File: config.mk
export PLATFORM = sky130hd
export DESIGN_NAME = lock_event_tx
export DESIGN_NICKNAME = d
export VERILOG_FILES = /design/src/rtl/lock_event_tx.sv
export SDC_FILE = /design/constraint.sdc
export NUM_CORES = 1
export LEC_CHECK = 0
export CAP_MARGIN = 20
export CORE_MARGIN = 2
export CORE_UTILIZATION = 55
export CTS_CLUSTER_SIZE = 12
export DETAILED_ROUTE_END_ITERATION = 16
export PLACE_DENSITY = 0.89
export SLEW_MARGIN = 20
export SYNTH_ARGS = -nofsm -noshare
export SYNTH_HDL_FRONTEND = slang
export SYNTH_SLANG_ARGS = --single-unit
File: constraint.sdc
create_clock -name hz100 -period 6.5 [get_ports hz100]
set_input_delay 0.65 -clock hz100 [delete_from_list [all_inputs] [get_ports hz100]]
set_output_delay 0.65 -clock hz100 [all_outputs]
set_load 0.02 [all_outputs]
File: src/rtl/lock_event_tx.sv
// Lock FSM state-change reporter: each accepted change is sent to a UART as a 4-byte ASCII message.
// Latency: first byte appears 2 cycles after the change; one pending slot, newer events overwrite it.
module lock_event_tx #(
  parameter int TIMEOUT = 16
) (
  input  logic       hz100,
  input  logic       reset,
  input  logic [3:0] state,
  input  logic       txready,
  output logic [7:0] txdata,
  output logic       txclk,
  output logic       busy,
  output logic [3:0] drop_cnt
);

  localparam logic [1:0] IDLE   = 2'd0;
  localparam logic [1:0] SEND   = 2'd1;
  localparam logic [1:0] PULSE  = 2'd2;
  localparam logic [1:0] WAITLO = 2'd3;

  localparam int TW = (TIMEOUT > 1) ? $clog2(TIMEOUT) : 1;
  localparam logic [TW-1:0] TLAST = TW'(TIMEOUT - 1);

  logic [3:0]    prev_state;
  logic          evt;
  logic          consume;
  logic          slot_vld;
  logic [3:0]    slot_code;
  logic [1:0]    fsm;
  logic [1:0]    fsm_nxt;
  logic [3:0]    msg_code;
  logic [3:0]    msg_nxt;
  logic [1:0]    idx;
  logic [1:0]    idx_nxt;
  logic [TW-1:0] tcnt;
  logic [TW-1:0] tcnt_nxt;

  function automatic logic [7:0] msg_byte(input logic [3:0] code, input logic [1:0] i);
    logic [7:0] b;
    b = 8'h0A;
    case (i)
      2'd0: begin
        if (code <= 4'd7)       b = 8'h4C;
        else if (code == 4'd8)  b = 8'h49;
        else if (code == 4'd9)  b = 8'h4F;
        else                    b = 8'h41;
      end
      2'd1: begin
        if (code <= 4'd7)       b = 8'h30 + {4'h0, code};
        else if (code == 4'd8)  b = 8'h4E;
        else if (code == 4'd9)  b = 8'h4B;
        else                    b = 8'h21;
      end
      2'd2:    b = 8'h0D;
      default: b = 8'h0A;
    endcase
    return b;
  endfunction

  assign evt     = (state != prev_state) && (state <= 4'd10);
  assign consume = (fsm == IDLE) && slot_vld;
  assign busy    = (fsm != IDLE);

  always_comb begin
    fsm_nxt  = fsm;
    msg_nxt  = msg_code;
    idx_nxt  = idx;
    tcnt_nxt = tcnt;
    case (fsm)
      IDLE: begin
        if (slot_vld) begin
          msg_nxt = slot_code;
          idx_nxt = 2'd0;
          fsm_nxt = SEND;
        end
      end
      SEND: begin
        if (txready) fsm_nxt = PULSE;
      end
      PULSE: begin
        tcnt_nxt = '0;
        fsm_nxt  = WAITLO;
      end
      default: begin
        // Leave on the UART taking the byte, or give up after TIMEOUT cycles.
        if (!txready || tcnt == TLAST) begin
          if (idx == 2'd3) begin
            fsm_nxt = IDLE;
          end else begin
            idx_nxt = idx + 2'd1;
            fsm_nxt = SEND;
          end
        end else begin
          tcnt_nxt = tcnt + 1'b1;
        end
      end
    endcase
  end

  always_ff @(posedge hz100) begin
    if (reset) begin
      prev_state <= 4'd8;
      slot_vld   <= 1'b0;
      slot_code  <= 4'd0;
      drop_cnt   <= 4'd0;
      fsm        <= IDLE;
      msg_code   <= 4'd0;
      idx        <= 2'd0;
      tcnt       <= '0;
      txdata     <= 8'h00;
      txclk      <= 1'b0;
    end else begin
      prev_state <= state;
      // A same-cycle consume frees the slot, so the incoming event is not a loss.
      if (evt) begin
        slot_vld  <= 1'b1;
        slot_code <= state;
        if (slot_vld && !consume && drop_cnt != 4'hF) drop_cnt <= drop_cnt + 4'd1;
      end else if (consume) begin
        slot_vld <= 1'b0;
      end
      fsm      <= fsm_nxt;
      msg_code <= msg_nxt;
      idx      <= idx_nxt;
      tcnt     <= tcnt_nxt;
      txdata   <= (fsm_nxt == IDLE) ? 8'h00 : msg_byte(msg_nxt, idx_nxt);
      txclk    <= (fsm_nxt == PULSE);
    end
  end

endmodule

==> flow_results.org, run 1 <==
** Outcome
- The run finished with clean final reports.

** Synthesis
- Synth top cells by count :: sky130_fd_sc_hd__dfxtp_1 (33), sky130_fd_sc_hd__nor2_1 (16), sky130_fd_sc_hd__a21oi_1 (14), sky130_fd_sc_hd__inv_1 (9), sky130_fd_sc_hd__o21ai_0 (9)
- Top cells by area, synth :: sky130_fd_sc_hd__dfxtp_1 (42%), sky130_fd_sc_hd__ha_1 (5.6%), sky130_fd_sc_hd__a21oi_1 (4.5%), sky130_fd_sc_hd__mux2i_1 (4.5%), sky130_fd_sc_hd__nor2_1 (3.8%)
- The number of different library cells used by synthesis comes to 46.
- Of the total synthesized cell area, the portion taken by full adders, half adders and majority gates is 0.0560.
- Ys Warns :: 0
- Simple-gate area share of the yosys netlist :: 0.187
- After synthesis, the share of flip-flops with an asynchronous set or reset is 0.
- Synthesis handed over a netlist of 171 instances.
- Most instantiated library cell after synthesis :: sky130_fd_sc_hd__dfxtp_1
- The mapped netlist covers 0.00156 mm².
- Counting flops and latches in the post-synthesis netlist gives 33.
- Register area share after synthesis :: 0.423
- Average cell area after synthesis :: 9.14 µm²
- Of the total synthesized cell area, the portion taken by XOR and XNOR cells is 0.0168.
- Of the post-synthesis cell area, the part taken by muxes is 0.0520.
- The largest total area in the synthesized netlist belongs to sky130_fd_sc_hd__dfxtp_1.
- Post-synth top area share :: 0.423
- In the synthesized netlist the dominant register cell turns out to be sky130_fd_sc_hd__dfxtp_1.
- In this run, synthesis inferred 0 flip-flops with an integrated enable.
- When the netlist entered floorplanning its net count stood at 185.
- Synth Area in Compound Gates :: 0.231
- After synthesis, the largest family of logic cells by area is compound AO/OA/AOI/OAI gates.

** Power and ir drop
- Switching Share :: 0.364
- The internal portion of the total power is 0.354 mW.
- Power density over the cells :: 303 mW/mm²
- Net switching power figure :: 0.202 mW
- Across the VDD grid, the largest voltage drop is 0.000250 V.
- The share of total power dissipated in the clock network is 0.202.
- Leakage component of the power :: 0.748 nW
- Combinational fraction of design power :: 0.368
- Of the total power, registers draw 0.430.

** Floorplanning
- The die is 57.3 µm tall.
- Row cnt :: 19
- Pin placement for this block handled 21 I/O pins.
- The floorplan step defined a core boundary enclosing 0.00273 mm².
- From left edge to right edge, the die measures 57.3 µm.
- For this configuration, the core starts out at a cell density of 0.572.
- Overall die area :: 0.00328 mm²

** Final layout
- Counting the fill cells in the layout gives 241.
- Area grow syn2layout :: 17.7%
- Once layout is complete, the cells apart from fillers number 227.
- Summing all multi-input logic gate instances after layout gives 853 µm².
- Once layout is complete, the utilization of the core stands at 0.673.
- Post-layout instance area :: 0.00184 mm²
- In the final layout, the share of cells above drive strength 1 is 0.0918.
- Area occupied by registers :: 661 µm²
- For this run, the post-layout net count is 209.
- 0 antenna diodes ended up in the layout.

** Critical path
- Data on the critical path arrives at its endpoint at 1.81 ns.
- The critical path goes through inv_1 -> ha_1 -> inv_1 -> clkdlybuf4s50_1.
- Data on the critical path is required at its endpoint by 5.85 ns.
- Cell repeated most along the worst path :: sky130_fd_sc_hd__inv_1
- The largest individual stage delay along the critical path comes from the cell sky130_fd_sc_hd__clkdlybuf4s50_1.
- Type of the worst setup path :: reg2out
- Kind of end point of the critical path :: primary output
- Startpoint Class :: flip-flop
- Largest delay contributor family on the critical path :: buffers and inverters
- Along the worst path, the maximum fanout reaches 5.
- Max stage delay on crit path :: 0.59 ns
- Total buffers and inverters traversed by the critical path :: 3

** Timing
- Clock skew on the completed layout was measured at 0.0130 ns.
- On the final layout, the worst hold slack is 0.508 ns.
- Setup violations remaining at the end of the flow were counted as 0.
- Max Slew Vio Count :: 0
- Slew @ Worst Pin :: 0.551 ns
- Final clock period utilization by the worst path :: 0.378
- Hold Fails Final Rpt :: 0
- The worst path in the final design needs a cycle of 2.46 ns, including I/O delays and setup.
- In this run the tightest slew margin relative to its limit is 0.628.
- Setup repair after global routing left no endpoint under its margin.
- For the final routed database, the setup TNS stands at 0 ns.
- Based on the critical path, the design can be clocked at up to 0.407 GHz.

** CTS
- For this design, the sink count on the clock tree is 33.
- The longest clock path from root to sink contains 2 buffers.
- Counting the buffers created by CTS gives 5.
- Htree depth :: 2
- Post-CTS sizing :: 0
- After clock tree synthesis, the setup repair step added 0 buffers.
- Cell at the root of the clock tree :: sky130_fd_sc_hd__clkbuf_4
- TritonCTS built the clock tree.
- Number of hold buffers added after cts :: 0
- Clock transition time at the flip-flop clock pins of the worst setup and hold paths :: 0.11 ns
- For the worst-skew pair, the clock arrives at the later sink with an insertion delay of 0.34 ns.

** Detailed routing
- After detailed routing, no signal wire sits above met4.
- Metal3 WL :: 124 µm
- In the detailed route, the total length drawn on met2 is 1630 µm.
- For this block, the initial DRC count from the detailed router was 89.
- The detailed router put a total of 1510 µm of wire on met1.
- Drt wl/cell :: 14.7 µm
- Residual antenna-violating net count after detailed routing :: 0
- After detailed routing, the number of vias per cell comes to 5.98.
- For this block, the routed nets add up to 3340 µm of wire.
- DRC viols :: 0
- The detailed router placed 1,357 vias in this run.
- First-pass iteration count of the detailed router :: 4

** Global route
- The via count of the first global-routing pass is 1,309.
- The first global-routing pass estimated 5870 µm of wire.
- Across every metal layer, demand over resource in global routing totals 0.231.
- Largest net degree at the start of global routing :: 26
- Antenna violations before repair :: 0
- Total global routing overflow :: 0

** Min path
- The path class of the tightest hold or removal check is reg2reg.

** Place
- The number of placed instances, taps included, is 219.
- During placement, the flow inserted port buffers numbering 19.
- Total cell area at the placement stage :: 0.00178 mm²
- The congestion estimate from routability-driven global placement came to 0.852.
- Post-detail-place hpwl :: 2460 µm

** Job
- The tool flagged a number of max-cap violations equal to 0.
[per-stage QoR]
stage	power, mW	worst slack (ns)
after detailed placement	0.445	3.89
after global routing	0.590	3.93
after global placement	0.435	4.01
final	0.557	4.04
after floorplan	0.380	4.43
after CTS	0.558	4.03
[kinds of logic after synthesis]
| logic type | Yosys count |
|---|---|
| compound gates | 51 |
| xor+xnor | 3 |
| fa+ha+maj | 7 |
| buf+inv | 12 |
| flops | 33 |
| mux | 8 |
| other cells | 1 |
| simple gates | 56 |
[power by group through the flow]
stage / clock [mW] / sequential, mW / combinational (mW)
floorplan: 0 / 0.255 / 0.125
global placement: 0 / 0.242 / 0.193
detailed placement: 0 / 0.244 / 0.200
CTS: 0.115 / 0.240 / 0.203
global route: 0.123 / 0.243 / 0.224
finish: 0.113 / 0.239 / 0.205
[layout by cell type (no fill, tap or decap), types with 3 or more instances in the layout]
master                            netlist  routed
sky130_fd_sc_hd__mux2i_1                7       7
sky130_fd_sc_hd__nand2_1                7       7
sky130_fd_sc_hd__a21oi_1               14      14
sky130_fd_sc_hd__dfxtp_1               33      33
sky130_fd_sc_hd__inv_1                  9       9
sky130_fd_sc_hd__and3_1                 3       3
sky130_fd_sc_hd__or2_2                  3       3
sky130_fd_sc_hd__ha_1                   7       7
sky130_fd_sc_hd__a31o_2                 3       3
sky130_fd_sc_hd__xnor2_1                3       3
sky130_fd_sc_hd__clkbuf_4               0       5
sky130_fd_sc_hd__clkdlybuf4s50_1        0      19
sky130_fd_sc_hd__o21ai_0                9       9
sky130_fd_sc_hd__nand3_1                7       7
sky130_fd_sc_hd__nor2b_1                4       4
sky130_fd_sc_hd__a211oi_1               3       3
sky130_fd_sc_hd__o31ai_1                4       4
sky130_fd_sc_hd__nor2_1                16      16
[flip-flops by register name (all words and copies together), names as in the netlist, 2 cells and up]
| name | cells |
|---|---|
| tcnt | 4 |
| msg_code | 4 |
| txdata | 7 |
| drop_cnt | 4 |
| fsm | 2 |
| prev_state | 4 |
| slot_code | 4 |
| idx | 2 |
[path summary, 6_finish.rpt]
kind         startpoint   endpoint  slack, ns  cells past startpoint
max              fsm[0]       busy       4.04                      4
min             tcnt[3]    tcnt[3]       0.51                      2
max reg2reg      fsm[0]  txdata[2]       4.18                      7
min reg2reg     tcnt[3]    tcnt[3]       0.51                      2
[area by class of cell]
cell class,count,area share
well taps,31,0.0211
clock buffers,5,0.0204
flip-flops and latches,33,0.359
inverters,9,0.0184
multi-input cells,126,0.464
repair buffers,20,0.107
clock inverters,3,0.00952
[layer usage]
| layer | track usage | vias up |
|---|---|---|
| met5 | 0 | - |
| met4 | 0.110 | 0 |
| met3 | 0.0567 | 10 |
| met2 | 0.379 | 29 |
| met1 | 0.286 | 636 |
| li1 | - | 682 |
[worst min-delay path, cell delays in order, from the launching register on]
cell	delay [ns]
sky130_fd_sc_hd__dfxtp_1	0.35
sky130_fd_sc_hd__o31ai_1	0.07
sky130_fd_sc_hd__a21oi_1	0.05
Power figures use the tool's default switching activity.
==> run 2: changes to the inputs <==
--- a/config.mk
+++ b/config.mk
@@ -7,10 +7,10 @@
 export LEC_CHECK = 0
 export CAP_MARGIN = 20
 export CORE_MARGIN = 2
-export CORE_UTILIZATION = 55
+export CORE_UTILIZATION = 53
 export CTS_CLUSTER_SIZE = 12
 export DETAILED_ROUTE_END_ITERATION = 16
-export PLACE_DENSITY = 0.89
+export PLACE_DENSITY = 0.86
 export SLEW_MARGIN = 20
 export SYNTH_ARGS = -nofsm -noshare
 export SYNTH_HDL_FRONTEND = slang
==> constraint.sdc (replaced) <==
create_clock -name hz100 -period 2.35 [get_ports hz100]
set_input_delay 0.235 -clock hz100 [delete_from_list [all_inputs] [get_ports hz100]]
set_output_delay 0.235 -clock hz100 [all_outputs]
set_load 0.02 [all_outputs]
==> run 2 against run 1 <==
Compared with the run above:
- clock power grew to 2.8 times the previous value
- total power grew to 2.8 times the previous value
- critical path depth grew 3
- worst hold slack got worse by 0.0073 ns
- clock-buffer cell count is 2 higher
- non-clock buffer count grew 2
- largest cell class unchanged
- largest power group unchanged
==> flow_results.org, run 2 (synthesis results as in run 1) <==
** Job
- Max-cap viol count :: 0 (unchanged)

** Detailed routing
- The number of nets with antenna violations after routing came to 0 (unchanged).
- Via-to-Cell Ratio :: 6.12 (was 5.98)
- The average detailed-routed wire length per instance is 15.0 µm (was 14.7 µm).
- Via Count :: 1,396 (was 1,357)
- The iteration count of the initial detailed-routing pass was 4 (unchanged).
- The final routed wirelength across all metal layers is 3420 µm (was 3340 µm).
- The number of design rule violations left after detail routing came to 0 (unchanged).
- Count of routing violations after the opening detailed-route iteration :: 72 (was 89)

** Global route
- The initial antenna violation count came to 0 (unchanged).
- The aggregate global-route resource usage was 0.226 (was 0.231).
- The wire length of the first global-routing pass came to 5820 µm (was 5870 µm).
- Largest net degree at the start of global routing :: 24 (was 26)
- Number of global-route vias before repair :: 1,376 (was 1,309)
- The leftover overflow at the end of global routing was 0 (unchanged).

** Power and ir drop
- Leakage component of the power :: 0.754 nW (was 0.748 nW)
- The power density relative to cell area was 837 mW/mm² (was 303 mW/mm²).
- The highest ir drop seen on vdd came to 0.000641 V (was 0.000250 V).

** Timing
- Worst clock skew :: 0.00499 ns (was 0.0130 ns)
- The number of endpoints with negative hold slack in the final report is 0 (unchanged).
- Setup violations, final :: 0 (unchanged)
- Slew @ Worst Pin :: 0.598 ns (was 0.551 ns)
- Max Slew Vio Count :: 0 (unchanged)
- Worst slew slack as a fraction of its limit :: 0.595 (was 0.628)
- The sum of negative setup slack was 0 ns (unchanged).
- Final clock period utilization by the worst path :: 0.944
- Setup repair after global routing missed its margin: false (unchanged).
- Timing would allow up to 0.451 GHz.
- Tmin final :: 2.22 ns

** Critical path
- Logic depth of the worst register-to-register path :: 7 (unchanged)
- Worst-path fanout max :: 5 (unchanged)
- The launch point of the worst path is fsm[1] (was fsm[0]).
- Critical Path RT :: 2.56 ns (was 5.85 ns)
- Sequence of cells on the critical path: inv_1 -> ha_1 -> or2_2 -> or2_2 -> a211oi_1 -> o22ai_1 -> o32a_1 (was inv_1 -> ha_1 -> inv_1 -> clkdlybuf4s50_1).
- Crit Reg-Reg Startpoint :: fsm[1] (was fsm[0])
- The arrival time at the worst endpoint was 2.43 ns (was 1.81 ns).
- Number of logic stages on the critical path including buffering :: 7 (was 4)
- The slowest cell on the critical path is sky130_fd_sc_hd__dfxtp_1 (was sky130_fd_sc_hd__clkdlybuf4s50_1).
- The critical path buffer and inverter count was 1 (was 3).
- The library cell appearing most often on the critical path is sky130_fd_sc_hd__or2_2 (was sky130_fd_sc_hd__inv_1).
- Max stage delay on crit path :: 0.41 ns (was 0.59 ns)
- Kind of end point of the critical path :: flip-flop (was primary output)
- Startpoint Class :: flip-flop (unchanged)
- Largest delay contributor family on the critical path :: compound AO/OA/AOI/OAI gates (was buffers and inverters)
- The class of the most critical setup path is reg2reg (was reg2out).

** Min path
- Path category of the worst min-delay check :: reg2reg (unchanged)
- The start point of the worst hold path is slot_code[3] (was tcnt[3]).
- The hold path depth is 1 (was 2).

** Floorplanning
- The core area is 0.00278 mm² (was 0.00273 mm²).
- IO Count :: 21 (unchanged)
- The horizontal die dimension was 58.3 µm (was 57.3 µm).
- The overall die height is 58.3 µm (was 57.3 µm).
- Overall die area :: 0.00340 mm² (was 0.00328 mm²)
- The starting density of the core was 0.562 (was 0.572).
- Row cnt :: 19 (unchanged)

** Final layout
- Total inserted antenna cells :: 0 (unchanged)
- Flip-flop count of the largest register after layout :: 7 (unchanged)
- Final net count :: 211 (was 209)
- The leading cell type in the layout, fill and taps excluded was sky130_fd_sc_hd__dfxtp_1 (unchanged).
- The share of cells above drive strength 1 came to 0.107 (was 0.0918).
- Area grow syn2layout :: 19.1% (was 17.7%)
- Register bank with the most flops :: txdata (unchanged)
- The post-layout instance area is 0.00186 mm² (was 0.00184 mm²).
- The area of the multi-input gates is 860 µm² (was 853 µm²).
- Commonest cells after routing, fill and taps aside: sky130_fd_sc_hd__dfxtp_1 (32), sky130_fd_sc_hd__clkdlybuf4s50_1 (19), sky130_fd_sc_hd__nor2_1 (16) (was sky130_fd_sc_hd__dfxtp_1 (33), sky130_fd_sc_hd__clkdlybuf4s50_1 (19), sky130_fd_sc_hd__nor2_1 (16)).
- Area occupied by registers :: 662 µm² (was 661 µm²)
- The number of fillers in the final layout came to 245 (was 241).

** Outcome
- Status :: complete, no violations (unchanged)

** CTS
- The TritonCTS clock tree is done (unchanged).
- Post-CTS setup repair buffer count :: 0 (unchanged)
- Htree depth :: 2 (unchanged)
- Maximum buffer depth of the clock tree :: 2 (unchanged)
- The buffer cell driving the clock tree root is sky130_fd_sc_hd__clkbuf_4 (unchanged).
- The count of clock tree sinks is 33 (unchanged).
- CTS buffer count :: 5 (unchanged)
- The clock-pin slew of the registers on the worst-case setup and hold paths was 0.09 ns (was 0.11 ns).
- The insertion delay of the later-clocked pin in the worst-skew pair was 0.32 ns (was 0.34 ns).

** Place
- Total cell area at the placement stage :: 0.00180 mm² (was 0.00178 mm²)
- The half-perimeter wire length after detailed placement is 2570 µm (was 2460 µm).
- Number of buffers inserted by port buffering :: 19 (unchanged)
- The weighted congestion reported at the end of routability-driven placement is 0.868 (was 0.852).
==> run 2: final timing paths <==
path                       end  slack (ns)
setup reg to reg     txdata[2]        0.13
hold reg to reg   slot_code[3]        0.50
hold / removal    slot_code[3]        0.50
setup / recovery     txdata[2]        0.13
==> run 2: per-stage QoR <==
| stage | std cells | hold slack [ns] | setup slack [ns] | power, mW | util |
|---|---|---|---|---|---|
| after floorplan | 171 | 0.307 | 0.282 | 1.05 | - |
| after global placement | 221 | 0.466 | 0.226 | 1.21 | 0.647 |
| after detailed placement | 221 | 0.480 | 0.146 | 1.24 | 0.647 |
| after CTS | 228 | 0.502 | 0.106 | 1.56 | 0.667 |
| after global routing | 228 | 0.522 | 0.0358 | 1.67 | 0.669 |
| final | 228 | 0.501 | 0.132 | 1.56 | 0.669 |
==> run 2: cell type report <==
cell class,count,share of cell area
inverters,9,0.0181
clock buffers,7,0.0296
multi-input cells,126,0.462
repair buffers,22,0.114
flip-flops and latches,33,0.356
well taps,31,0.0208
==> run 2: power by group <==
part / leakage (nW) / total (mW) / internal [mW] / switching (mW)
clock network: 0.0314 / 0.313 / 0.141 / 0.172
logic: 0.453 / 0.580 / 0.254 / 0.327
registers: 0.270 / 0.665 / 0.624 / 0.0410
==> run 2: routing by layer <==
| metal | global-route usage | wire [µm] |
|---|---|---|
| met5 | 0 | 0 |
| met4 | 0.120 | 76 |
| met1 | 0.267 | 1490 |
| met2 | 0.380 | 1730 |
| met3 | 0.0527 | 125 |
==> run 2: what timing repair did <==
item                                    CTS  global route
hold buffers                              0             0
endpoints found under the setup margin    0             2
gates resized for setup                   0             3
==> run 3: changes to the inputs <==
--- a/config.mk
+++ b/config.mk
@@ -7,10 +7,10 @@
 export LEC_CHECK = 0
 export CAP_MARGIN = 20
 export CORE_MARGIN = 2
-export CORE_UTILIZATION = 53
+export CORE_UTILIZATION = 55
 export CTS_CLUSTER_SIZE = 12
 export DETAILED_ROUTE_END_ITERATION = 16
-export PLACE_DENSITY = 0.86
+export PLACE_DENSITY = 0.89
 export SLEW_MARGIN = 20
 export SYNTH_ARGS = -nofsm -noshare
 export SYNTH_HDL_FRONTEND = slang
==> constraint.sdc (replaced) <==
create_clock -name hz100 -period 2.7 [get_ports hz100]
set_input_delay 0.27 -clock hz100 [delete_from_list [all_inputs] [get_ports hz100]]
set_output_delay 0.27 -clock hz100 [all_outputs]
set_load 0.02 [all_outputs]
==> run 3 against run 2 <==
Compared with the run above:
- first-iteration DRC count shrank 19%
- clock skew rose by 0.0068 ns
- largest power group unchanged
- sequential power is 13% lower
- sequential cell count is the same
==> flow_results.org, run 3 (synthesis results as in run 1) <==
** Final layout
- The total area of sequential cells was 661 µm² (was 662 µm²).
- Area grow syn2layout :: 18.3% (was 19.1%)
- Multi-input logic area :: 853 µm² (was 860 µm²)
- Commonest non-fill, non-tap cell in the layout :: sky130_fd_sc_hd__dfxtp_1 (unchanged)
- The flip-flop count of the largest register after layout came to 7 (unchanged).
- Commonest cells after routing, fill and taps aside :: sky130_fd_sc_hd__dfxtp_1 (33), sky130_fd_sc_hd__clkdlybuf4s50_1 (19), sky130_fd_sc_hd__nor2_1 (16) (was sky130_fd_sc_hd__dfxtp_1 (32), sky130_fd_sc_hd__clkdlybuf4s50_1 (19), sky130_fd_sc_hd__nor2_1 (16))
- Number of filler cells placed in the layout :: 207 (was 245)
- The share of cells above drive strength 1 came to 0.0918 (was 0.107).
- Register bank with the most flops :: txdata (unchanged)
- Total inserted antenna cells :: 0 (unchanged)
- The number of nets in the layout is 209 (was 211).

** CTS
- The clock-pin slew of the registers on the worst-case setup and hold paths is 0.11 ns (was 0.09 ns).
- Htree depth :: 2 (unchanged)
- The number of buffers inserted to repair setup after CTS is 0 (unchanged).
- Maximum buffer depth of the clock tree :: 2 (unchanged)
- Number of hold buffers added after cts :: 0 (unchanged)
- CTS buffer count :: 5 (unchanged)
- Clock Latency Late Sink :: 0.35 ns (was 0.32 ns)
- The TritonCTS clock tree is done (unchanged).
- Post-CTS sizing :: 0 (unchanged)
- Cell at the root of the clock tree :: sky130_fd_sc_hd__clkbuf_4 (unchanged)
- CTS sink cnt :: 33 (unchanged)

** Timing
- Setup repair after global routing missed its margin: false (unchanged).
- Setup TNS after final layout :: 0 ns (unchanged)
- The number of max-slew violations in the final report came to 0 (unchanged).
- The worst-case headroom to the max-slew limit came to 0.649 (was 0.595).
- The worst path setup slack after routing came to 0.416 ns (was 0.132 ns).
- The worst clock skew came to 0.0118 ns (was 0.00499 ns).
- The final cycle utilization of the critical path was 0.846 (was 0.944).
- Hold Fails Final Rpt :: 0 (unchanged)
- The shortest period the worst path allows came to 2.28 ns (was 2.22 ns).
- The setup-violating endpoint count in the final report is 0 (unchanged).
- The maximum clock rate came to 0.438 GHz (was 0.451 GHz).
- Slew @ Worst Pin :: 0.511 ns (was 0.598 ns)

** Detailed routing
- The number of nets with antenna violations after routing came to 0 (unchanged).
- Via Count :: 1,368 (was 1,396)
- The number of design rule violations left after detail routing came to 0 (unchanged).
- The average detailed-routed wire length per instance is 15.0 µm (about the same).
- Via-to-Cell Ratio :: 6.03 (was 6.12)
- The final routed wirelength across all metal layers came to 3410 µm (was 3420 µm).
- Count of routing violations after the opening detailed-route iteration :: 58 (was 72)
- The iteration count of the initial detailed-routing pass is 4 (unchanged).

** Floorplanning
- The horizontal die dimension is 57.3 µm (was 58.3 µm).
- The I/O pin count came to 21 (unchanged).
- Overall die area :: 0.00328 mm² (was 0.00340 mm²)
- Row cnt :: 19 (unchanged)
- Starting density of the core :: 0.572 (was 0.562)
- Vertical die dimension :: 57.3 µm (was 58.3 µm)
- Total core area :: 0.00273 mm² (was 0.00278 mm²)

** Power and ir drop
- Combinational fraction of design power :: 0.357 (was 0.372)
- The highest ir drop seen on vdd is 0.000676 V (was 0.000641 V).
- The total power of the final layout was 1.37 mW (was 1.56 mW).
- The clock group share of total power came to 0.221 (was 0.201).
- The cell leakage power is 0.755 nW (was 0.754 nW).
- The switching part of the total came to 0.354 (was 0.346).
- Cell internal pwr :: 0.882 mW (was 1.02 mW)
- The net load switching power is 0.483 mW (was 0.540 mW).
- Power density over the cells :: 738 mW/mm² (was 837 mW/mm²)
- Sequential power share :: 0.422 (was 0.427)

** Critical path
- The launch point of the worst path is fsm[0] (was fsm[1]).
- The class of the most critical setup path was reg2reg (unchanged).
- The maximum fanout along the worst path was 6 (was 5).
- Arrival time at the worst endpoint :: 2.57 ns (was 2.43 ns)
- The element type at the critical path end was a flip-flop (unchanged).
- The startpoint class of the critical path was a flip-flop (unchanged).
- The endpoint required time on the critical path is 2.99 ns (was 2.56 ns).
- The launch point of the worst reg-to-reg path is fsm[0] (was fsm[1]).

** Place
- Post-detail-place hpwl :: 2530 µm (was 2570 µm)
- The weighted congestion reported at the end of routability-driven placement came to 0.940 (was 0.868).
- Number of buffers inserted by port buffering :: 19 (unchanged)
- DP Worst Slack :: 0.472 ns (was 0.146 ns)

** Min path
- The start point of the worst hold path was slot_code[3] (unchanged).
- The type of the worst min-delay path is reg2reg (unchanged).

** Job
- The number of violations of the max-capacitance limit was 0 (unchanged).

** Global route
- The largest net degree at the start of global routing came to 24 (unchanged).
- Total global routing overflow :: 0 (unchanged)
- Number of global-route vias before repair :: 1,306 (was 1,376)
- Aggregate global-route resource usage :: 0.234 (was 0.226)
- First-pass GRT wire length :: 5800 µm (was 5820 µm)
- Antenna violations before repair :: 0 (unchanged)

** Outcome
- Status: complete, no violations (unchanged).
==> run 3: stage by stage <==
| step | hold WS [ns] | std cells | cell area, µm² | util |
|---|---|---|---|---|
| 6_report | 0.502 | 227 | 1850 | 0.676 |
| 5_1_grt | 0.544 | 227 | 1850 | 0.676 |
| 4_1_cts | 0.505 | 227 | 1850 | 0.676 |
| 3_5_place_dp | 0.479 | 219 | 1780 | 0.653 |
| 3_3_place_gp | 0.472 | 219 | 1780 | 0.653 |
| 2_1_floorplan | 0.342 | 171 | 1560 | - |
==> run 3: path summary, 6_finish.rpt <==
kind             endpoint  slack [ns]  depth (start not counted)
max reg2reg     txdata[2]        0.42                          7
max             txdata[2]        0.42                          7
min          slot_code[3]        0.50                          1
min reg2reg  slot_code[3]        0.50                          1
==> run 3: layout make-up <==
cell class | count | area share
well taps | 31 | 0.0210
inverters | 9 | 0.0183
repair buffers | 20 | 0.107
clock inverters | 2 | 0.00744
flip-flops and latches | 33 | 0.357
clock buffers | 6 | 0.0277
multi-input cells | 126 | 0.461
==> run 3: critical path, stage by stage (launching register included) <==
cell	delay (ns)
sky130_fd_sc_hd__dfxtp_1	0.42
sky130_fd_sc_hd__inv_1	0.12
sky130_fd_sc_hd__ha_1	0.28
sky130_fd_sc_hd__nand2_1	0.27
sky130_fd_sc_hd__mux2i_1	0.41
sky130_fd_sc_hd__nand2_1	0.24
sky130_fd_sc_hd__nor4_1	0.31
sky130_fd_sc_hd__o32a_1	0.19
==> run 3: power groups by stage <==
| stage | clock network [mW] | logic, mW | registers (mW) |
|---|---|---|---|
| after CTS | 0.310 | 0.485 | 0.576 |
| after floorplan | 0 | 0.301 | 0.613 |
| after global routing | 0.332 | 0.529 | 0.583 |
| final | 0.302 | 0.488 | 0.576 |
| after global placement | 0 | 0.465 | 0.583 |
| after detailed placement | 0 | 0.481 | 0.587 |
==> run 3: routing by layer <==
metal	vias up	global-route usage	wire (µm)
met5	-	0	0
met4	0	0.130	64
met2	36	0.378	1740
met3	7	0.0862	151
met1	644	0.267	1450
li1	681	-	-
